$ cat src/rtl/colour_pkg.sv
// Shared colour-path definitions: channel/pixel widths, distance width and
// the default palette (8-colour RGB cube, repeating every 8 entries).
package colour_pkg;

    localparam int RGB_W  = 24;
    localparam int CH_W   = 8;
    localparam int DIST_W = 18;

    typedef enum logic [1:0] {
        ST_IDLE,
        ST_SEARCH,
        ST_DONE
    } pq_state_t;

    function automatic logic [RGB_W-1:0] default_colour(input int unsigned k);
        logic [CH_W-1:0] r;
        logic [CH_W-1:0] g;
        logic [CH_W-1:0] b;
        r = k[2] ? 8'hFF : 8'h00;
        g = k[1] ? 8'hFF : 8'h00;
        b = k[0] ? 8'hFF : 8'h00;
        return {r, g, b};
    endfunction

endpackage

$ cat src/rtl/rgb_sq_dist.sv
// Combinational squared Euclidean distance between two packed RGB pixels.
module rgb_sq_dist
    import colour_pkg::*;
(
    input  logic [RGB_W-1:0]  a_i,
    input  logic [RGB_W-1:0]  b_i,
    output logic [DIST_W-1:0] dist_o
);

    logic [2*CH_W-1:0] sq [3];

    for (genvar gi = 0; gi < 3; gi++) begin : g_chan
        logic [CH_W-1:0] ca;
        logic [CH_W-1:0] cb;
        logic [CH_W-1:0] diff;
        assign ca   = a_i[gi*CH_W +: CH_W];
        assign cb   = b_i[gi*CH_W +: CH_W];
        assign diff = (ca >= cb) ? (ca - cb) : (cb - ca);
        assign sq[gi] = diff * diff;
    end

    // Three 16-bit squares sum to at most 195075, which fits in 18 bits.
    assign dist_o = DIST_W'(sq[0]) + DIST_W'(sq[1]) + DIST_W'(sq[2]);

endmodule

$ cat src/rtl/palette_quantizer.sv
// Nearest-palette-entry search: one entry per cycle, strict-less compare so
// the lowest index wins ties; result held under backpressure.
module palette_quantizer
    import colour_pkg::*;
#(
    parameter int PALETTE_SIZE = 8,
    parameter int IDX_W        = 3
) (
    input  logic             clk,
    input  logic             reset,
    input  logic             in_valid,
    output logic             in_ready,
    input  logic [RGB_W-1:0] in_rgb,
    input  logic             pal_we,
    input  logic [IDX_W-1:0] pal_addr,
    input  logic [RGB_W-1:0] pal_data,
    output logic             out_valid,
    input  logic             out_ready,
    output logic [IDX_W-1:0] out_idx,
    output logic [RGB_W-1:0] out_rgb
);

    pq_state_t         state_q;
    logic [RGB_W-1:0]  pix_q;
    logic [IDX_W-1:0]  cnt_q;
    logic [DIST_W-1:0] best_dist_q;
    logic [IDX_W-1:0]  best_idx_q;
    logic [RGB_W-1:0]  best_rgb_q;
    logic              out_valid_q;
    logic [IDX_W-1:0]  out_idx_q;
    logic [RGB_W-1:0]  out_rgb_q;

    logic [RGB_W-1:0]  pal_q [PALETTE_SIZE];
    logic [RGB_W-1:0]  cur_rgb;
    logic [DIST_W-1:0] cur_dist;
    logic              pal_wr_en;

    assign in_ready  = (state_q == ST_IDLE);
    assign out_valid = out_valid_q;
    assign out_idx   = out_idx_q;
    assign out_rgb   = out_rgb_q;

    assign pal_wr_en = pal_we && (state_q == ST_IDLE) && (int'(pal_addr) < PALETTE_SIZE);

    for (genvar gi = 0; gi < PALETTE_SIZE; gi++) begin : g_pal
        always_ff @(posedge clk) begin
            if (!reset) begin
                pal_q[gi] <= default_colour(gi);
            end else if (pal_wr_en && (pal_addr == IDX_W'(gi))) begin
                pal_q[gi] <= pal_data;
            end
        end
    end

    assign cur_rgb = pal_q[cnt_q];

    rgb_sq_dist u_dist (
        .a_i    (pix_q),
        .b_i    (cur_rgb),
        .dist_o (cur_dist)
    );

    always_ff @(posedge clk) begin
        if (!reset) begin
            state_q     <= ST_IDLE;
            pix_q       <= '0;
            cnt_q       <= '0;
            best_dist_q <= '1;
            best_idx_q  <= '0;
            best_rgb_q  <= '0;
            out_valid_q <= 1'b0;
            out_idx_q   <= '0;
            out_rgb_q   <= '0;
        end else begin
            case (state_q)
                ST_IDLE: begin
                    if (in_valid) begin
                        pix_q       <= in_rgb;
                        cnt_q       <= '0;
                        best_dist_q <= '1;
                        state_q     <= ST_SEARCH;
                    end
                end
                ST_SEARCH: begin
                    if (cur_dist < best_dist_q) begin
                        best_dist_q <= cur_dist;
                        best_idx_q  <= cnt_q;
                        best_rgb_q  <= cur_rgb;
                    end
                    if (cnt_q == IDX_W'(PALETTE_SIZE - 1)) begin
                        state_q <= ST_DONE;
                    end else begin
                        cnt_q <= cnt_q + 1'b1;
                    end
                end
                ST_DONE: begin
                    // First DONE cycle publishes the final best into the output registers.
                    if (!out_valid_q) begin
                        out_valid_q <= 1'b1;
                        out_idx_q   <= best_idx_q;
                        out_rgb_q   <= best_rgb_q;
                    end else if (out_ready) begin
                        out_valid_q <= 1'b0;
                        state_q     <= ST_IDLE;
                    end
                end
                default: state_q <= ST_IDLE;
            endcase
        end
    end

endmodule

$ cat config.mk
export PLATFORM = sky130hd
export DESIGN_NAME = palette_quantizer
export DESIGN_NICKNAME = d
export VERILOG_FILES = /design/src/rtl/colour_pkg.sv /design/src/rtl/rgb_sq_dist.sv /design/src/rtl/palette_quantizer.sv
export SDC_FILE = /design/constraint.sdc
export NUM_CORES = 1
export LEC_CHECK = 0
export BUFFER_PORTS_ARGS = -buffer_cell sky130_fd_sc_hd__buf_2
export CORE_MARGIN = 2
export CORE_UTILIZATION = 55
export CTS_CLUSTER_DIAMETER = 150
export DETAILED_ROUTE_END_ITERATION = 6
export PLACE_DENSITY = 0.72
export SLEW_MARGIN = 20
export SYNTH_ARGS = -nofsm -noshare
export SYNTH_HDL_FRONTEND = slang
export SYNTH_SLANG_ARGS = --single-unit
$ cat constraint.sdc
create_clock -name clk -period 15.2 [get_ports clk]
set_clock_uncertainty 0.15 [all_clocks]
set_input_delay 0.76 -clock clk [delete_from_list [all_inputs] [get_ports clk]]
set_output_delay 0.76 -clock clk [all_outputs]
set_load 0.01 [all_outputs]
# Word level (Yosys, flattened, before mapping)
# Memory sizes are Yosys's and may differ from the RTL's. A register that Yosys moved wholly into a read port is not among the register bits.
# Cells that the tools add are included.
# op_classes
addsub,9
mul,3
div_mod_pow,0
magnitude_cmp,4
eq_ne,16
n_shift,0
mux,51
bitwise_logic,9
reduce_logical,18
# ops
cell,count
$mux 24,8
$mul 8x8->16,3
$sub 8x8->8,6
$mux 18,2
$pmux 18 s2,1
$mux 1,27
$ge 8x8->1,3
$mux 8,3
$add 18x16->18,1
$lt 18x18->1,1
$add 16x16->17,1
$eq 3x3->1 const B,5
$mux 3,4
$ne 2x2->1 const B,6
$logic_and 1x1->1,9
$mux 2,4
$or 1x1->1,8
$eq 3x2->1 const B,2
$pmux 2 s3,1
$pmux 3 s2,1
$reduce_and 2->1,3
$reduce_and 3->1,2
$reduce_and 4->1,1
$add 3x1->3 const B,1
7 further kinds,7
# totals
regBits,102
latchBits,0
ramBits,192
rom_bits,0
input_bits,56
output_inout_bits,29
mem_count,1
# mem_list
name,depth,width,read_ports,rd_clocked_by_memory_dff,write_ports,line,rtl
pal_q,8,24,1,1,8,palette_quantizer.sv:33,logic [RGB_W-1:0] pal_q [PALETTE_SIZE];

# Longest topological paths before layout
# logic_depth
word_depth,8
depth_mapped,53
depth_no_buf,49

# Modules after synthesis
# From an unflattened synthesis, not the netlist that was laid out.
# unflattened
hier_cells,1973
hier_area_um2,20838.7
# modules_own_cells
module,n_inst,cells_per_inst,area_each_um2,seq_area_each_um2
palette_quantizer,1,1028,13038.8,7867.5
rgb_sq_dist,1,945,7800.0,0.0

# Least setup slack after synthesis
# Ideal clock, no wire load.
# synth_path
path_type,reg-to-reg
start,register with a tool-made name
end,register best_dist_q[10]
setup_time_ns,0.072
arrival_time_ns,13.168
t_required_ns,14.978
slack_ns,1.810
path_stages_with_launch,48
synth_period_minus_slack_ns,13.390
path_cell_list,dfxtp_1 > buf_1 > buf_2 > mux4_2 > mux2_2 > ha_1 > buf_2 > and4_1 > a211oi_1 > o21a_4 > mux2_4 > and3_1 > nor4_1 > inv_1 > fa_1 > fa_1 > fa_1 > inv_1 > [12 not listed] > inv_1 > fa_1 > inv_1 > ha_1 > o21ai_0 > o21a_1 > nor3_1 > a31o_2 > o41ai_1 > xnor2_1 > ha_1 > and3_1 > and3_1 > a21o_1 > a21o_1 > o21ai_1 > buf_2 > mux2i_1
# synth_rtl
item,line,rtl
"end signal, assigned",palette_quantizer.sv:86,best_dist_q <= cur_dist;
"end, declared",palette_quantizer.sv:26,logic [DIST_W-1:0] best_dist_q;

==> run metrics <==
clock buffer depth 3; run status finished, final reports clean; Die Ht 197.3 µm; Setup crit end kind register; Routed WL per cell 18.89 µm; reg-to-reg slack, setup 1.09 ns; row count 70; DP Wirelength 35.10 mm; Hold Path End pix_q[13]; top post-synthesis cells by area edfxtp_1 (28%), fa_1 (12%), dfxtp_1 (10%); Netlist cell types 67; cell taking the most area after synthesis edfxtp_1; Routed Wire Length 47.66 mm; WS Path Type register to register; Synth top area share 28.05%; Worst R2R End best_rgb_q[14]; crit-path max cell delay 0.78 ns; # setup viols final 0; Ports 85; routing usage on met3 3.568%; slowest stage cell, crit path dfxtp_4; Initial Utilization 56.00%; Ys Warns 0; cell depth of the worst min-delay path 3; TritonCTS clock tree done; Port Buffers 84; ys flop type edfxtp_1; share of cells above drive strength 1 13.69%; Root Driver clkbuf_16; total die area 38930 µm²; clk_lat worst skew 0.56 ns; DRC Markers 0; Area Overhead vs Synth 9.059%; Core Footprint 36700 µm²; Sink Count 297; Tot GR Track Use 25.02%; Remaining Overflow, GRT 0; Crit Path Max Fanout 33; vias in the first global route 14.82k; WP data arrival 14.35 ns; worst path required time 15.44 ns; Max Fclk 70.85 MHz; max-slew violations 0; cts repair resizes 0; Final min period 14.11 ns; period utilisation layout 92.86%; hold path start in_rgb[13]; Hold Buf Count CTS 0; relative slew slack 24.77%; largest net degree at the start of global routing 96; Final #Nets 2366; first-pass GRT wire length 76.68 mm; GR peak layer met2; Async SR Flop Fraction 0%; die width 197.3 µm; cell mode on critical path fa_1; most frequent cells in the layout inv_1 (266), edfxtp_1 (192), ha_1 (158); register area share after synthesis 38.28%; RSZ-0062 raised after global routing false; M2 GR Usage 43.36%; syn_nets 2300; Post-DRT Antenna Nets 0; Pre-antenna DRT Iters 5; drt via density 5.753; R2R cell count 46; crit path launch type register; 1st-iter DRT viols 1054; Worst-path clk slew 0.07 ns; GP Congestion 0.9068; post-synthesis area per instance 10.46 µm²; Final Non-Filler Cells 2523; via count 14.52k; slew of the pin with the lowest slew margin 1.097 ns; post-layout util 61.08%; Final Hold Fails 0; initial antenna violation count 4; number of buffers created by CTS 29; Worst Hold Class input port to register; TNS Setup 0 ns; number of enable flip-flop cells after synthesis 192; commonest non-fill, non-tap cell in the layout inv_1; max cap viols 0; met1 Usage GRT 32.10%; setup bufs post-CTS 0; H-tree lvl count 1; Mapped Area 20550 µm²; Synth Instances 1964; placed cell count 2467; Synth Register Bits 297; Hold WS 0.2883 ns
==> cells by family (layout without fill, tap and decap cells) <==
kind of cell / after synthesis / after routing / synth area share (%)
other: 0 / 2 / 0
flip-flops: 297 / 297 / 38.28
AND/OR/NAND/NOR: 599 / 599 / 14.65
AO/OA/AOI/OAI: 293 / 293 / 9.114
multiplexers: 103 / 103 / 8.109
XOR/XNOR: 47 / 47 / 2.003
buffers and inverters: 345 / 434 / 6.344
adder cells (fa/ha/maj): 280 / 280 / 21.50
==> synthesized netlist by cell type, drive strengths merged (3+ instances only) <==
| cell | number |
|---|---|
| inv | 267 |
| edfxtp | 192 |
| ha | 158 |
| nand2 | 151 |
| nor2 | 135 |
| a21oi | 126 |
| fa | 122 |
| and2 | 109 |
| dfxtp | 105 |
| or3 | 87 |
| clkbuf | 67 |
| mux4 | 48 |
| o21ai | 38 |
| a211oi | 33 |
| mux2i | 30 |
| xnor2 | 29 |
| a21o | 25 |
| mux2 | 25 |
| or2 | 24 |
| nor3 | 23 |
| nand3 | 19 |
| xor2 | 18 |
| and3 | 16 |
| nor2b | 12 |
| buf | 11 |
| nand2b | 9 |
| o211ai | 9 |
| o21bai | 9 |
| a31oi | 6 |
| o2111ai | 6 |
| o21a | 6 |
| a221o | 5 |
| nor4 | 4 |
| a2111oi | 3 |
| a221oi | 3 |
| a22o | 3 |
| nand4 | 3 |
| o22ai | 3 |
| o41ai | 3 |
==> how the worst max path moves through the flow <==
stage / cells past startpoint / slack (ns) / to / from
floorplan: 47 / 1.81 / best_dist_q[10] / register
global placement: 44 / 1.35 / best_rgb_q[15] / register
detailed placement: 44 / 1.13 / best_rgb_q[12] / register
CTS: 44 / 1.09 / best_rgb_q[12] / register
global route: 46 / 0.26 / best_rgb_q[6] / register
finish: 46 / 1.09 / best_rgb_q[14] / register
==> sequential cells by signal, summed over array words and instances (netlist names), named ones only <==
register	flops
state_q	2
best_idx_q	3
out_idx	3
out_valid	1
pix_q	24
best_rgb_q	24
out_rgb	24
cnt_q	3
pal_q	192
best_dist_q	18
==> critical path, delay by kind of cell, from the launching register on <==
family / cells / cell delay (ns)
fa+ha+maj: 14 / 6.43
compound gates: 9 / 1.85
simple gates: 7 / 1.64
mux: 3 / 1.16
buf+inv: 10 / 0.98
xor+xnor: 3 / 0.92
flops: 1 / 0.78
==> layout make-up <==
| class | count | area, µm² |
|---|---|---|
| inverter | 267 | 1002 |
| clock inverter | 20 | 132.6 |
| clock buffer | 34 | 744.5 |
| tap | 468 | 585.6 |
| antenna | 2 | 5.005 |
| sequential | 297 | 7873 |
| fill | 2985 | 14280 |
| multi-input combinational | 1322 | 11430 |
| timing repair buffer | 113 | 638.1 |
==> metrics by stage <==
step / cell area (µm²) / worst slack [ns]
after floorplan: 20550 / 1.810
after global placement: 21530 / 1.348
after detailed placement: 21530 / 1.132
after CTS: 22410 / 1.088
after global routing: 22410 / 0.2593
final: 22410 / 1.085
==> layer usage <==
layer,up-vias,wire (µm),part of all wire (%)
met1,7178,19860,42
li1,6858,-,-
met2,368,23560,49
met5,-,12,0.025
met4,2,1688,3.5
met3,109,2538,5.3
Power is not shown: default switching activity piles up to over one toggle a cycle in this logic, so the estimate is an artifact.
